--- src/rtl/morse_stream_encoder.sv ---
// Buffered International Morse keyer: symbols in over valid/ready, FIFO-queued,
// keyed onto a single registered output with a programmable dot length.
module morse_stream_encoder #(
    parameter int UNIT_CYCLES = 1,
    parameter int FIFO_DEPTH  = 4
) (
    input  logic       clk,
    input  logic       rst_n,
    input  logic [5:0] sym_i,
    input  logic       in_valid_i,
    output logic       in_ready_o,
    input  logic       flush_i,
    output logic       out_o,
    output logic       busy_o,
    output logic       err_o
);
    localparam int PW = $clog2(FIFO_DEPTH);
    localparam int UW = (UNIT_CYCLES > 1) ? $clog2(UNIT_CYCLES) : 1;
    localparam logic [UW-1:0] UNIT_LAST = UW'(UNIT_CYCLES - 1);
    localparam logic [5:0] SYM_SPACE = 6'd36;

    typedef enum logic [2:0] {IDLE, LOAD, MARK, EGAP, CGAP, WSPACE} state_e;

    // {element count, pattern left-aligned so bit 4 is the first element; 1 = dash}
    function automatic logic [7:0] rom(input logic [5:0] s);
        logic [7:0] e;
        e = 8'h00;
        case (s)
            6'd0:  e = {3'd2, 5'b01000};
            6'd1:  e = {3'd4, 5'b10000};
            6'd2:  e = {3'd4, 5'b10100};
            6'd3:  e = {3'd3, 5'b10000};
            6'd4:  e = {3'd1, 5'b00000};
            6'd5:  e = {3'd4, 5'b00100};
            6'd6:  e = {3'd3, 5'b11000};
            6'd7:  e = {3'd4, 5'b00000};
            6'd8:  e = {3'd2, 5'b00000};
            6'd9:  e = {3'd4, 5'b01110};
            6'd10: e = {3'd3, 5'b10100};
            6'd11: e = {3'd4, 5'b01000};
            6'd12: e = {3'd2, 5'b11000};
            6'd13: e = {3'd2, 5'b10000};
            6'd14: e = {3'd3, 5'b11100};
            6'd15: e = {3'd4, 5'b01100};
            6'd16: e = {3'd4, 5'b11010};
            6'd17: e = {3'd3, 5'b01000};
            6'd18: e = {3'd3, 5'b00000};
            6'd19: e = {3'd1, 5'b10000};
            6'd20: e = {3'd3, 5'b00100};
            6'd21: e = {3'd4, 5'b00010};
            6'd22: e = {3'd3, 5'b01100};
            6'd23: e = {3'd4, 5'b10010};
            6'd24: e = {3'd4, 5'b10110};
            6'd25: e = {3'd4, 5'b11000};
            6'd26: e = {3'd5, 5'b11111};
            6'd27: e = {3'd5, 5'b01111};
            6'd28: e = {3'd5, 5'b00111};
            6'd29: e = {3'd5, 5'b00011};
            6'd30: e = {3'd5, 5'b00001};
            6'd31: e = {3'd5, 5'b00000};
            6'd32: e = {3'd5, 5'b10000};
            6'd33: e = {3'd5, 5'b11000};
            6'd34: e = {3'd5, 5'b11100};
            6'd35: e = {3'd5, 5'b11110};
            default: e = 8'h00;
        endcase
        return e;
    endfunction

    logic [5:0]    mem_q [FIFO_DEPTH];
    logic [PW:0]   wr_ptr_q, rd_ptr_q;
    logic          fifo_empty, fifo_full, accept, sym_ok, push, pop;

    state_e        state_q, state_d;
    logic [UW-1:0] unit_q, unit_d;
    logic [1:0]    mult_q, mult_d;
    logic [4:0]    shreg_q, shreg_d;
    logic [2:0]    elems_q, elems_d;
    logic          out_q, err_q;
    logic [5:0]    head;
    logic [7:0]    rom_e;
    logic          unit_last, phase_done;

    assign fifo_empty = (wr_ptr_q == rd_ptr_q);
    assign fifo_full  = (wr_ptr_q[PW-1:0] == rd_ptr_q[PW-1:0]) && (wr_ptr_q[PW] != rd_ptr_q[PW]);
    assign in_ready_o = !fifo_full && !flush_i;
    assign accept     = in_valid_i && in_ready_o;
    assign sym_ok     = (sym_i <= SYM_SPACE);
    // Invalid codes complete the handshake but never occupy a FIFO slot.
    assign push       = accept && sym_ok;
    assign pop        = (state_q == LOAD) && !flush_i;

    // NOTE: storage carries no reset; only the pointers define which entries are live.
    always_ff @(posedge clk) begin
        if (push) begin
            mem_q[wr_ptr_q[PW-1:0]] <= sym_i;
        end
    end

    // NOTE: sequential state uses non-blocking assignments so every flop samples pre-edge values.
    always_ff @(posedge clk or negedge rst_n) begin
        if (!rst_n) begin
            wr_ptr_q <= '0;
            rd_ptr_q <= '0;
        end else if (flush_i) begin
            wr_ptr_q <= '0;
            rd_ptr_q <= '0;
        end else begin
            if (push) wr_ptr_q <= wr_ptr_q + (PW+1)'(1);
            if (pop)  rd_ptr_q <= rd_ptr_q + (PW+1)'(1);
        end
    end

    // NOTE: every combinational output gets a default first, so no path can infer a latch.
    always_comb begin
        head       = mem_q[rd_ptr_q[PW-1:0]];
        rom_e      = rom(head);
        unit_last  = (unit_q == UNIT_LAST);
        phase_done = unit_last && (mult_q == 2'd0);
        state_d    = state_q;
        unit_d     = unit_q;
        mult_d     = mult_q;
        shreg_d    = shreg_q;
        elems_d    = elems_q;

        if (state_q inside {MARK, EGAP, CGAP, WSPACE}) begin
            if (unit_last) begin
                unit_d = '0;
                mult_d = mult_q - 2'd1;
            end else begin
                unit_d = unit_q + UW'(1);
            end
        end

        case (state_q)
            IDLE: begin
                if (!fifo_empty) state_d = LOAD;
            end
            LOAD: begin
                unit_d = '0;
                if (head == SYM_SPACE) begin
                    state_d = WSPACE;
                    mult_d  = 2'd3;
                end else begin
                    state_d = MARK;
                    shreg_d = rom_e[4:0];
                    elems_d = rom_e[7:5] - 3'd1;
                    mult_d  = rom_e[4] ? 2'd2 : 2'd0;
                end
            end
            MARK: begin
                if (phase_done) begin
                    if (elems_q != 3'd0) begin
                        state_d = EGAP;
                        mult_d  = 2'd0;
                        shreg_d = {shreg_q[3:0], 1'b0};
                        elems_d = elems_q - 3'd1;
                    end else begin
                        state_d = CGAP;
                        mult_d  = 2'd2;
                    end
                end
            end
            EGAP: begin
                if (phase_done) begin
                    state_d = MARK;
                    mult_d  = shreg_q[4] ? 2'd2 : 2'd0;
                end
            end
            CGAP, WSPACE: begin
                if (phase_done) state_d = fifo_empty ? IDLE : LOAD;
            end
            default: state_d = IDLE;
        endcase

        if (flush_i) state_d = IDLE;
    end

    always_ff @(posedge clk or negedge rst_n) begin
        if (!rst_n) begin
            state_q <= IDLE;
            unit_q  <= '0;
            mult_q  <= '0;
            shreg_q <= '0;
            elems_q <= '0;
            out_q   <= 1'b0;
            err_q   <= 1'b0;
        end else begin
            state_q <= state_d;
            unit_q  <= unit_d;
            mult_q  <= mult_d;
            shreg_q <= shreg_d;
            elems_q <= elems_d;
            out_q   <= (state_d == MARK);
            err_q   <= accept && !sym_ok;
        end
    end

    assign out_o  = out_q;
    assign err_o  = err_q;
    assign busy_o = (state_q != IDLE) || !fifo_empty;

endmodule

--- config.mk ---
export PLATFORM = sky130hd
export DESIGN_NAME = morse_stream_encoder
export DESIGN_NICKNAME = d
export VERILOG_FILES = /design/src/rtl/morse_stream_encoder.sv
export SDC_FILE = /design/constraint.sdc
export NUM_CORES = 1
export LEC_CHECK = 0
export ABC_AREA = 1
export BUFFER_PORTS_ARGS = -buffer_cell sky130_fd_sc_hd__buf_2
export CORE_AREA = 4 4 91 136
export DETAILED_ROUTE_END_ITERATION = 10
export DIE_AREA = 0 0 95 140
export HOLD_SLACK_MARGIN = 0.15
export PLACE_DENSITY = 0.51
export SLEW_MARGIN = 10
export SYNTH_ARGS = -nofsm -noshare
export SYNTH_HDL_FRONTEND = slang
export SYNTH_SLANG_ARGS = --single-unit
--- constraint.sdc ---
create_clock -name clk -period 2 [get_ports clk]
set_input_delay 0.4 -clock clk [delete_from_list [all_inputs] [get_ports clk]]
set_output_delay 0.4 -clock clk [all_outputs]
set_load 0.01 [all_outputs]
==> reports/results.md <==
| Metric | Value | Unit |
| --- | --- | --- |
| Die Y | 140 | um |
| Multiplexer area fraction after synthesis | 0 | % |
| Cell area after placement | 3540 | sq um |
| Post-synthesis to final-layout area growth | 34.1 | % |
| Critical path's largest stage delay | 0.41 | ns |
| Count of input and output buffers | 13 | - |
| Number of placed I/O pins | 14 | - |
| 1st-pass router iterations | 4 | - |
| Maximum vdd ir drop | 0.577 | mV |
| Number of hold violations in the final report | 0 | - |
| Post-synth top area cell | sky130_fd_sc_hd__edfxtp_1 | - |
| Post-synthesis simple-gate area fraction | 34.4 | % |
| Routability Congestion | 0.831 | - |
| Pin slew with the least headroom to its limit | 0.496 | ns |
| Total non-filler cell area in the finished layout | 3960 | sq um |
| Final setup violating endpoints | 1 | - |
| Final worst path period share | 102 | % |
| PwrDens | 1380 | nW/um^2 |
| Warning count from the yosys run | 0 | - |
| Critical Path Start Type | flip-flop | - |
| Share of Yosys cell area claimed by the top area cell type | 24.4 | % |
| Run status | complete, but fails checks | - |
| Antenna fix cells | 0 | - |
| Number of design rule violations left after detail routing | 0 | - |
| Post-detailed-route via-to-cell ratio | 4.36 | - |
| Reg clk slew, reported paths | 0.07 | ns |
| Total Routing Usage GR | 11.2 | % |
| Detailed Route WL | 7.13 | mm |
| Minimum setup slack among reg-to-reg paths | -0.05 | ns |
| Vias after detailed routing | 2509 | - |
| Post-synthesis adder-cell area fraction | 6.35 | % |
| Dominant cells by area after synthesis | sky130_fd_sc_hd__edfxtp_1 24%, sky130_fd_sc_hd__dfrtp_1 18%, sky130_fd_sc_hd__nand2_1 12%, sky130_fd_sc_hd__ha_1 6.4%, sky130_fd_sc_hd__nand3_1 5.8% | - |
| Highest achievable clock rate | 0.489 | GHz |
| Overall power after layout | 5470 | uW |
| Max clock buf depth | 2 | - |
| Core Util, Final | 35.1 | % |
| TritonCTS Buffers | 5 | - |
| Leakage power of the design | 0.00180 | uW |
| Floorplan die area | 13300 | sq um |
| Sequential area share after synthesis | 42.2 | % |
| Initial cell density of the core | 26.2 | % |
| Starting DRC count in detailed routing | 88 | - |
| Placeable core area | 11300 | sq um |
| Source-to-sink clock delay at the later pin of the worst-skew pair | 0.29 | ns |
| H-tree levels | 2 | - |
| Gr ovfl total | 0 | - |
| Worst Skew | 0.00662 | ns |
| Critical path endpoint category | flip-flop | - |
| Post-Synthesis Cell Area | 2960 | sq um |
| Critical-path maximum fanout | 5 | - |
| Arrival time at the worst endpoint | 2.23 | ns |
| Antenna violation net count after detailed routing | 0 | - |
| Final period demand of the worst path | 2.05 | ns |
| WP data required | 2.19 | ns |
| Root buf cell | sky130_fd_sc_hd__clkbuf_16 | - |
| Series of cell instances along the critical path | buf_6 -> inv_8 -> nand2_2 -> nand3_2 -> nand2_4 -> inv_4 -> ha_4 -> inv_2 -> o21ai_1 -> inv_1 -> nand2_1 -> nand3_1 -> nand2_1 -> nand2_2 -> ha_4 -> inv_2 -> nand3_2 -> nand3_2 -> nand2_1 | - |
| Clock sink total | 45 | - |
| Share of layout cells above drive strength 1 | 39.1 | % |
| Slowest cell on the critical path | sky130_fd_sc_hd__dfrtp_1 | - |
| Largest net degree at the start of global routing | 22 | - |
| XOR/XNOR Fraction of Synth Area | 1.19 | % |
| Post-synthesis net count | 383 | - |
| Max-slew violation count | 0 | - |
| Violations in the final reports | negative setup slack | - |
| Relative slew slack | 66.9 | % |
| Compound-Gate Fraction of Synth Area | 7.45 | % |
| Worst Setup Slack post-DPL | -0.0516 | ns |
| Final Net Count | 449 | - |
| Combinational family with the most area after synthesis | simple AND/OR/NAND/NOR gates | - |
| Gate count of the mapped netlist | 358 | - |
| Crit path kind | flip-flop to flip-flop | - |
| Hold/Removal Path Class | input pin to flip-flop | - |
| Final-layout worst hold slack | 0.333 | ns |
| Flops & latches, synth | 45 | - |
| Number of global-route vias before repair | 2406 | - |
| Number of library cell types mapped by synthesis | 35 | - |
| Unrepaired setup endpoints after global routing | yes | - |
| Placement row count | 48 | - |
| Number of antenna violations at the first check in global routing | 0 | - |
| TritonCTS clock tree | yes | - |
| Min setup slack post-route | -0.0469 | ns |
| Post-synthesis area per instance | 8.26 | sq um |
| Wire length of the first global-routing pass | 11.6 | mm |
| Max-cap viol count | 0 | - |
| Die Width | 95 | um |
| Placed wire-length estimate | 5.50 | mm |
| Post-DR wirelength/cell | 12.4 | um |
[registers in the layout (all words and copies together), names as in the netlist]
name / flops
elems_q: 3
out_o: 1
shreg_q: 5
rd_ptr_q: 3
wr_ptr_q: 3
mult_q: 2
err_o: 1
mem_q: 24
state_q: 3
[critical path, delay by kind of cell (launching register included)]
kind | cells | cell delay (ns)
flops | 1 | 0.41
fa+ha+maj | 2 | 0.30
compound gates | 1 | 0.13
buf+inv | 6 | 0.44
simple gates | 10 | 0.67
[stage by stage]
step	TNS [ns]	cells
global route	-0.452	575
floorplan	-0.00276	358
CTS	-0.00369	569
finish	-0.0469	575
global placement	-0.00652	554
detailed placement	-0.0740	554
[area by class of cell]
type	instances	area, sq um
clock buffers	5	125
clock inverters	3	25.0
fillers	1188	7330
inverters	48	208
multi-input cells	261	1700
flip-flops and latches	45	1250
well taps	150	188
repair buffers	62	463
repair inverters	1	6.26
[final timing paths]
kind	startpoint	end	depth (start not counted)
max reg2reg	rd_ptr_q[0]$_DFFE_PN0P_	elems_q[2]$_DFFE_PN0P_	19
min	sym_i[5]	mem_q[2][5]$_DFFE_PP_	1
max	rd_ptr_q[0]$_DFFE_PN0P_	elems_q[2]$_DFFE_PN0P_	19
min reg2reg	shreg_q[4]$_DFFE_PN0P_	shreg_q[4]$_DFFE_PN0P_	2
max in group asynchronous	rst_n	rd_ptr_q[1]$_DFFE_PN0P_	2
min in group asynchronous	rst_n	mult_q[0]$_DFF_PN0_	2
[per-layer routing]
layer / GRT usage, % / share of wire, % / vias to the layer above / routed length [um]
li1: - / - / 1293 / -
met1: 11.5 / 37 / 1161 / 2650
met2: 20.3 / 56 / 33 / 3970
met3: 2.15 / 1.8 / 22 / 126
met4: 6.77 / 5.3 / 0 / 380
met5: 0 / 0 / - / 0
[cells in the mapped netlist (all sizes together)]
master,number
a211oi,2
a21boi,1
a21oi,14
a31oi,3
and2,1
buf,5
dfrtp,21
edfxtp,24
ha,15
inv,48
nand2,112
nand3,41
nand4,3
nor2,38
nor3,4
o211ai,1
o21ai,18
or2,3
xnor2,3
xor2,1
[logic make-up after synthesis]
group | count (synthesis)
AO/OA/AOI/OAI | 39
XOR/XNOR | 4
adder cells (fa/ha/maj) | 15
buffers and inverters | 53
flip-flops | 45
AND/OR/NAND/NOR | 202
[power breakdown]
group          internal, uW  leakage (uW)  switching, uW
Sequential             1130      0.000491            103
Combinational          1420       0.00124           1960
Clock                   473     0.0000708            389
Total                  3020       0.00180           2450
[placed cells by master, fill, tap and decap left out, drive strengths merged, types with 4 or more instances in the layout]
master and count:
nor3 4, inv 51, a21oi 14, o21ai 18, clkbuf 5, nor2 38
dfrtp 21, buf 61, ha 15, nand3 41, nand2 113, edfxtp 24
[what timing repair did]
action,4_1_cts,5_1_grt
resized for setup,17,30
pin swaps,9,25
buffers inserted,5,6
endpoints found under the hold margin,21,0
gates cloned,1,1
hold buffers,1,0
setup endpoints to repair,3,12
No activity file was read; power rests on OpenSTA's default activity.
